===== src/rtl/conv_mac_pkg.sv =====
// -----------------------------------------------------------------------------
// conv_mac_pkg
// Shared definitions for the convolution MAC accumulator:
//   KERNEL_LEN_DEF / MUL_LATENCY_DEF : default taps per window and multiplier
//                                      latency
//   acc_width(taps)                  : accumulator width that holds a sum of
//                                      'taps' 16-bit products without loss
//   conv_result_t                    : one finished window {sum, taps}
// -----------------------------------------------------------------------------
package conv_mac_pkg;

   localparam int KERNEL_LEN_DEF  = 9;
   localparam int MUL_LATENCY_DEF = 4;

   function automatic int acc_width(input int taps);
      return 16 + $clog2(taps);
   endfunction

   localparam int ACC_W_DEF  = acc_width(KERNEL_LEN_DEF);
   localparam int TAPS_W_DEF = $clog2(KERNEL_LEN_DEF + 1) + 1;

   // Sized for the default kernel; the top level is built with matching widths.
   typedef struct packed {
      logic [ACC_W_DEF-1:0]  sum;
      logic [TAPS_W_DEF-1:0] taps;
   } conv_result_t;

endpackage


===== src/rtl/conv_result_fifo.sv =====
// -----------------------------------------------------------------------------
// conv_result_fifo
// Two-entry register FIFO holding finished window results.
// Ports:
//   clk, rst      : clock, asynchronous active-high reset
//   push_valid_i  : write push_data_i this cycle
//   push_data_i   : result to store
//   pop_ready_i   : consumer takes the head entry this cycle
//   pop_valid_o   : head entry is valid
//   pop_data_o    : head entry (stable until popped)
//   count_o       : number of stored entries (0..2)
// Handshake: an entry leaves when pop_valid_o & pop_ready_i at a rising edge;
// push and pop on the same edge leave the count unchanged.
// -----------------------------------------------------------------------------
module conv_result_fifo
   import conv_mac_pkg::*;
(
   input  logic         clk,
   input  logic         rst,
   input  logic         push_valid_i,
   input  conv_result_t push_data_i,
   input  logic         pop_ready_i,
   output logic         pop_valid_o,
   output conv_result_t pop_data_o,
   output logic [1:0]   count_o
);

   conv_result_t mem_q [2];
   logic         wr_ptr_q;
   logic         rd_ptr_q;
   logic [1:0]   count_q;
   logic         push;
   logic         pop;

   assign pop  = pop_ready_i & (count_q != 2'd0);
   // A push into a full FIFO is only taken when the head leaves on the same edge.
   assign push = push_valid_i & ((count_q != 2'd2) | pop);

   always_ff @(posedge clk or posedge rst) begin
      if (rst) begin
         mem_q[0] <= '0;
         mem_q[1] <= '0;
         wr_ptr_q <= 1'b0;
         rd_ptr_q <= 1'b0;
         count_q  <= 2'd0;
      end else begin
         if (push) begin
            mem_q[wr_ptr_q] <= push_data_i;
            wr_ptr_q        <= ~wr_ptr_q;
         end
         if (pop) begin
            rd_ptr_q <= ~rd_ptr_q;
         end
         case ({push, pop})
            2'b10:   count_q <= count_q + 2'd1;
            2'b01:   count_q <= count_q - 2'd1;
            default: count_q <= count_q;
         endcase
      end
   end

   assign pop_valid_o = (count_q != 2'd0);
   assign pop_data_o  = mem_q[rd_ptr_q];
   assign count_o     = count_q;

endmodule


===== src/rtl/conv_mac_accumulator.sv =====
// -----------------------------------------------------------------------------
// conv_mac_accumulator
// Sums unsigned 8x8 products from an external pipelined multiplier into
// per-window convolution results.
// Ports:
//   clk, rst             : clock, asynchronous active-high reset
//   in_valid/in_ready    : operand beat handshake (beat fires on valid & ready)
//   in_a, in_b, in_last  : operands and end-of-window marker
//   mul_a, mul_b         : operands to the multiplier (combinational copies)
//   mul_p                : product, MUL_LATENCY cycles after the operands
//   out_valid/out_ready  : result handshake (result pops on valid & ready)
//   out_sum, out_taps    : window sum and number of taps in that window
//   err_len              : sticky, a window ended with taps != KERNEL_LEN
// Handshakes are valid/ready: a transfer happens on a rising edge where both
// are high; a source holds its payload stable while valid is high and ready low.
// -----------------------------------------------------------------------------
module conv_mac_accumulator
   import conv_mac_pkg::*;
#(
   parameter int KERNEL_LEN  = KERNEL_LEN_DEF,
   parameter int MUL_LATENCY = MUL_LATENCY_DEF,
   parameter int ACC_W       = acc_width(KERNEL_LEN)
)(
   input  logic                          clk,
   input  logic                          rst,
   input  logic                          in_valid,
   output logic                          in_ready,
   input  logic [7:0]                    in_a,
   input  logic [7:0]                    in_b,
   input  logic                          in_last,
   output logic [7:0]                    mul_a,
   output logic [7:0]                    mul_b,
   input  logic [15:0]                   mul_p,
   output logic                          out_valid,
   input  logic                          out_ready,
   output logic [ACC_W-1:0]              out_sum,
   output logic [$clog2(KERNEL_LEN+1):0] out_taps,
   output logic                          err_len
);

   localparam int TAPS_W = $clog2(KERNEL_LEN + 1) + 1;
   localparam logic [TAPS_W-1:0] TAPS_MAX  = '1;
   localparam logic [TAPS_W-1:0] TAPS_KERN = TAPS_W'(KERNEL_LEN);

   logic                   fire;
   // Tag delay line: bit i of each vector is stage i.
   logic [MUL_LATENCY-1:0] tag_vld_q;
   logic [MUL_LATENCY-1:0] tag_last_q;
   // Product and tag registered together at the multiplier boundary.
   logic                   ex_vld_q;
   logic                   ex_last_q;
   logic [15:0]            ex_p_q;
   logic [ACC_W-1:0]       acc_q;
   logic [ACC_W-1:0]       sum_d;
   logic [TAPS_W-1:0]      taps_q;
   logic [TAPS_W-1:0]      taps_d;
   logic                   err_q;
   logic [7:0]             lasts_in_line;
   logic [1:0]             buf_count;
   logic                   push;
   conv_result_t           push_data;
   conv_result_t           head;

   assign mul_a = in_a;
   assign mul_b = in_b;
   assign fire  = in_valid & in_ready;

   // Every last beat in flight owns one buffer slot, so the buffer never fills
   // past two. All beats stall while credit is gone, which keeps the ordering
   // rule simple for the upstream source.
   always_comb begin
      lasts_in_line = {7'd0, ex_last_q};
      for (int i = 0; i < MUL_LATENCY; i++) begin
         lasts_in_line = lasts_in_line + {7'd0, tag_last_q[i]};
      end
   end

   assign in_ready = (lasts_in_line + {6'd0, buf_count}) < 8'd2;

   always_comb begin
      taps_d = (taps_q == TAPS_MAX) ? taps_q : taps_q + 1'b1;
      sum_d  = (taps_q == '0) ? {{(ACC_W-16){1'b0}}, ex_p_q}
                              : acc_q + {{(ACC_W-16){1'b0}}, ex_p_q};
   end

   assign push           = ex_vld_q & ex_last_q;
   assign push_data.sum  = sum_d;
   assign push_data.taps = taps_d;

   always_ff @(posedge clk or posedge rst) begin
      if (rst) begin
         tag_vld_q  <= '0;
         tag_last_q <= '0;
         ex_vld_q   <= 1'b0;
         ex_last_q  <= 1'b0;
         ex_p_q     <= '0;
         acc_q      <= '0;
         taps_q     <= '0;
         err_q      <= 1'b0;
      end else begin
         tag_vld_q  <= {tag_vld_q[MUL_LATENCY-2:0], fire};
         tag_last_q <= {tag_last_q[MUL_LATENCY-2:0], fire & in_last};
         ex_vld_q   <= tag_vld_q[MUL_LATENCY-1];
         ex_last_q  <= tag_vld_q[MUL_LATENCY-1] & tag_last_q[MUL_LATENCY-1];
         ex_p_q     <= mul_p;
         if (ex_vld_q) begin
            if (ex_last_q) begin
               acc_q  <= '0;
               taps_q <= '0;
               if (taps_d != TAPS_KERN) begin
                  err_q <= 1'b1;
               end
            end else begin
               acc_q  <= sum_d;
               taps_q <= taps_d;
            end
         end
      end
   end

   conv_result_fifo u_fifo (
      .clk          (clk),
      .rst          (rst),
      .push_valid_i (push),
      .push_data_i  (push_data),
      .pop_ready_i  (out_ready),
      .pop_valid_o  (out_valid),
      .pop_data_o   (head),
      .count_o      (buf_count)
   );

   assign out_sum  = head.sum;
   assign out_taps = head.taps;
   assign err_len  = err_q;

endmodule


===== config.mk =====
export PLATFORM = sky130hd
export DESIGN_NAME = conv_mac_accumulator
export DESIGN_NICKNAME = d
export VERILOG_FILES = /design/src/rtl/conv_mac_pkg.sv /design/src/rtl/conv_result_fifo.sv /design/src/rtl/conv_mac_accumulator.sv
export SDC_FILE = /design/constraint.sdc
export NUM_CORES = 1
export LEC_CHECK = 0
export ABC_AREA = 1
export BUFFER_PORTS_ARGS = -buffer_cell sky130_fd_sc_hd__buf_2
export CORE_AREA = 2 2 112 114
export DETAILED_ROUTE_END_ITERATION = 12
export DIE_AREA = 0 0 114 116
export HOLD_SLACK_MARGIN = 0.02
export PLACE_DENSITY = 0.7
export REMOVE_ABC_BUFFERS = 1
export SYNTH_ARGS = -nofsm -noshare
export SYNTH_HDL_FRONTEND = slang
export SYNTH_SLANG_ARGS = --single-unit

===== constraint.sdc =====
create_clock -name clk -period 4.05 [get_ports clk]
set_clock_uncertainty 0.2 [all_clocks]
set_input_delay 0.81 -clock clk [delete_from_list [all_inputs] [get_ports clk]]
set_output_delay 0.81 -clock clk [all_outputs]
set_load 0.02 [all_outputs]

# After elaboration in Yosys (flattened, before gate mapping)
# Cells that the tools add are included.
# totals
regBits,106
latchBits,0
ram_bits,0
romBits,0
in_bits,37
out_inout_bits,44
word_cells,60
memories,0
# classes
n_addsub,9
n_mul,0
div,0
magnitude_cmp,4
n_eq_ne,5
shifts,0
n_mux,11
bitwise_logic,11
reduce_logical,5
# op_table
cell,count
25-bit two-way mux,4
50-bit bitwise mux,1
20-bit two-way mux,2
25-bit demux with 1-bit select,1
20-bit by 16-bit adder with 20-bit output,1
5-bit two-way mux,2
5-bit by 2-bit adder with 6-bit output,1
1-bit AND,6
"6-bit by 2-bit < comparator with 1-bit output, second input constant",1
4-bit by 1-bit adder with 5-bit output,1
"5-bit by 1-bit adder with 5-bit output, second input constant",1
"5-bit equality test, second input constant",1
5-bit zero test,1
"5-bit by 4-bit != test with 1-bit output, second input constant",1
3-bit by 1-bit adder with 4-bit output,1
"2-bit >= comparator, second input constant",2
1-bit NOT with 2-bit output,2
2-bit one-hot mux with 2 select lines,1
2-bit nonzero test,2
2-bit by 1-bit adder with 3-bit output,1
3-bit AND reduction,1
1-bit by 1-bit adder with 2-bit output,1
"2-bit by 1-bit adder with 2-bit output, second input constant",1
"2-bit by 1-bit equality test with 1-bit output, second input constant",1
7 further kinds,8

# Logic depth before layout (Yosys ltp)
# logic_depth
depth_word,8
ltp_mapped,13

# Cells and area by module
# Synthesis repeated with hierarchy kept, for this count alone.
# hier_totals
cells_unflattened,803
area_unflattened_um2,6097.1
# by_module_without_submodules
module,instances,cells_each,area_per_inst_um2,seq_area_each_um2
conv_mac_accumulator,1,474,3483.3,1301.2
conv_result_fifo,1,329,2613.8,1351.3

# Least setup slack after synthesis
# No wires, ideal clock.
# synth_timing
kind,register to output
start,register tag_last_q[0]
end,output port in_ready
arrival_ps,2435
setup_slack_ps,605
stages_incl_launch_ff,10
n_path_buf,0
path_cell_list,dfrtp_1 -> fa_1 -> inv_1 -> fa_1 -> inv_1 -> nand2_1 -> fa_1 -> nor3_1 -> a22oi_1 -> nor2_1
# synth_via
elab_chain_cells,6
# synth_lines
element,line,text
start: declaration,conv_mac_accumulator.sv:48,logic [MUL_LATENCY-1:0] tag_last_q;
start signal: assignment,conv_mac_accumulator.sv:102,"tag_last_q <= {tag_last_q[MUL_LATENCY-2:0], fire & in_last};"
1-bit by 1-bit adder with 2-bit output,conv_mac_accumulator.sv:74,"lasts_in_line = lasts_in_line + {7'd0, tag_last_q[i]};"
2-bit by 1-bit adder with 3-bit output,conv_mac_accumulator.sv:74,
3-bit by 1-bit adder with 4-bit output,conv_mac_accumulator.sv:74,
4-bit by 1-bit adder with 5-bit output,conv_mac_accumulator.sv:74,
5-bit by 2-bit adder with 6-bit output,conv_mac_accumulator.sv:78,"assign in_ready = (lasts_in_line + {6'd0, buf_count}) < 8'd2;"
6-bit by 2-bit < comparator with 1-bit output,conv_mac_accumulator.sv:78,
end: declaration,conv_mac_accumulator.sv:27,"output logic in_ready,"
# Every way passes these cells.

# Worst setup path after layout
# Ends and elaborated chain as after synthesis.

==> impl_metrics.yaml <==
sta:
  relSlewSlack: 0.4458
  worstMarginPinSlew_ns: 0.8313
  finalSetupTns_ns: 0
  hold_viol: 0
  rsz0062_at_grt: "no"
  slew_violations: 0
  finalCritPeriodShare: 0.9596
  min_period_ns: 3.886
  finalSetupViolations: 0
  max_freq_mhz: 257.3
global_route:
  grt_pass1_vias: 4948
  grtUsageTotal: 0.2234
  grt_max_degree: 67
  antenna_found_initial: 0
  grt_pass1_wl_mm: 23.23
  overflow: 0
synth:
  syn_inst: 755
  synth_top_cell_area_share: 0.4511
  synth-async-reset-ratio: 1.000
  yosysTopAreaCell: "dfrtp_1"
  synth.distinct_cells: 42
  yosysSeqAreaShare: 0.4511
  synthFlopType: "dfrtp_1"
  synth_edf_count: 0
  yosys_warnings: 0
  synth_most_common_cell: "nand2_1"
  syn_area_sq_um: 5881
  synth_area_per_cell_sq_um: 7.789
  ys_ff_latch: 106
  yosys-top-cells-area: "dfrtp_1 45%, nand2_1 18%, inv_1 5.6%"
  yosys-top-cells-count: "281 x nand2_1, 106 x dfrtp_1, 88 x inv_1, 58 x nand3_1, 33 x o21ai_0"
power_and_ir_drop:
  p_sw_mw: 2.090
  p_per_area_nw_per_um2: 718.9
  p_seq_frac: 0.329
  p_comb_frac: 0.487
  p_leak_nw: 3.539
  ir_drop_uv: 479.3
  sw_frac_of_total: 0.4551
  intPower_mw: 2.502
  p_clk_frac: 0.185
final_layout:
  fin_area_sq_um: 6387
  areaGrowthSynthToFinish_pct: 8.617
  antenna_cells: 0
  drive_above_1_share: 0.1272
  fin_nets: 843
setup_path:
  worstPathCellList: "fa_1, inv_1, fa_1, inv_1, nand2_1, fa_1, nor3_1, a22oi_1, nor2_1, buf_2"
  cp.required_ns: 3.04
  worstSetupStartpointType: "flop"
  critPathKind: "flop to output pin"
  worstPathArrival_ns: 2.88
  cp_common_cell: "fa_1"
  crit_slowest_cell: "fa_1"
  crit_fanout: 2
  endpoint_kind: "output pin"
  critical-path-max-stage-delay_ns: 0.54
floorplan:
  die_h_um: 116
  core-area_sq_um: 11910
  start_util: 0.4937
  fp.dieArea_sq_um: 13220
  pin_count: 81
  fp.dieW_um: 114
  rows: 40
detailed_routing:
  wirelength_mm: 13.48
  route.detailed.drc: 0
  routed_via_density: 5.145
  drtIter0Drc: 241
  dr_total_vias: 4800
  firstDrtPassIters: 5
  routedWlPerCell_um: 14.45
  ant_nets: 0
clock_tree:
  cts_resized: 0
  htree_levels: 3
  clockBufferDepth: 2
  cts_tree: "done"
  post-cts-setup-buffers: 0
  clk_pin_slew_ns: 0.08
  ctsRootBufferMaster: "clkbuf_16"
  holdBufCountCts: 0
  numCtsBuffers: 9
  cts_sinks: 106
  clk_latency_ns: 0.36
flow_run:
  drv_cap: 0
placement:
  place.gp.congestion: 0.9048
  portBuffers: 48
  placed_area_sq_um: 6101
  place_hpwl_mm: 9.443
status:
  status: "finished, final reports clean"
worst_hold_path:
  hold_class: "flop to flop"
power by group through the flow:
stage          clock network, mW  registers (mW)  logic [mW]
2_1_floorplan                  0            1.52        1.63
3_3_place_gp                   0            1.51        2.19
3_5_place_dp                   0            1.53        2.24
4_1_cts                    0.870            1.51        2.25
5_1_grt                    0.904            1.55        2.57
6_report                   0.849            1.51        2.23
path summary, 6_finish.rpt:
path,start,to,slack (ns),depth (start not counted)
hold / removal,tag_vld_q[0],tag_vld_q[1],0.15,0
setup reg to reg,tag_last_q[0],tag_last_q[0],1.30,10
setup / recovery,tag_last_q[0],in_ready,0.16,10
max in group asynchronous,rst,acc_q[13],2.52,3
hold reg to reg,tag_vld_q[0],tag_vld_q[1],0.15,0
min in group asynchronous,rst,u_fifo.mem_q[8],0.41,2
sequential cells by signal (all words and copies together) (netlist names):
| name | cells |
|---|---|
| u_fifo.count_o | 2 |
| ex_p_q | 16 |
| acc_q | 20 |
| taps_q | 5 |
| err_len | 1 |
| u_fifo.wr_ptr_q | 1 |
| tag_vld_q | 4 |
| u_fifo.mem_q | 50 |
| tag_last_q | 4 |
| u_fifo.rd_ptr_q | 1 |
| ex_vld_q | 1 |
| ex_last_q | 1 |
logic make-up (layout without fill, tap and decap cells):
logic type,after synthesis,count (layout),synth area share
AND/OR/NAND/NOR,414,414,0.3092
AO/OA/AOI/OAI,70,70,0.06617
buffers and inverters,132,163,0.1034
adder cells (fa/ha/maj),25,25,0.05830
flip-flops,106,106,0.4511
XOR/XNOR,8,8,0.01191
area by class of cell:
| type | instances | area (sq um) |
|---|---|---|
| tap | 147 | 183.9 |
| timing repair buffer | 52 | 282.8 |
| inverter | 95 | 361.6 |
| multi-input combinational | 517 | 2620 |
| sequential | 106 | 2653 |
| clock inverter | 7 | 61.31 |
| fill | 1152 | 5524 |
| clock buffer | 9 | 225.2 |
per-stage QoR:
| stage | utilization | setup WS (ns) | power [mW] | cells | hold slack, ns |
|---|---|---|---|---|---|
| CTS | 0.5362 | 0.1245 | 4.631 | 933 | 0.1530 |
| global route | 0.5362 | 0.01704 | 5.023 | 933 | 0.1631 |
| floorplan | - | 0.2511 | 3.143 | 718 | 0.1312 |
| finish | 0.5362 | 0.1637 | 4.592 | 933 | 0.1518 |
| detailed placement | 0.5122 | 0.5312 | 3.764 | 917 | 0.1355 |
| global placement | 0.5122 | 0.5798 | 3.705 | 917 | 0.1353 |
layer usage:
layer  wire length, um  GRT usage
met5                 0          0
met4               311    0.09675
met3               534    0.04603
met2              6313     0.3726
met1              6320     0.2837
critical path: cells and delay by family, from the launching register on:
family / cells / cell delay (ns)
AOI/OAI and AO/OA: 1 / 0.10
buffers and inverters: 3 / 0.30
adders and majority gates: 3 / 1.34
and+or+nand+nor: 3 / 0.36
DFF: 1 / 0.41
layout by cell type, fill, tap and decap left out, drive strengths merged:
| cell type | count |
|---|---|
| nand2 | 285 |
| dfrtp | 106 |
| inv | 97 |
| nand3 | 60 |
| buf | 52 |
| o21ai | 50 |
| nor2 | 25 |
| ha | 21 |
| nand4 | 21 |
| or2 | 10 |
| a21oi | 10 |
| clkbuf | 9 |
| nor3 | 7 |
| xnor2 | 4 |
| xor2 | 4 |
| o22ai | 4 |
| fa | 4 |
| clkinv | 4 |
| nand3b | 3 |
| a21o | 2 |
| a22oi | 2 |
| and2 | 1 |
| o21a | 1 |
| nor3b | 1 |
| and3 | 1 |
| o211ai | 1 |
| clkinvlp | 1 |
(Power assumes the default switching activity.)
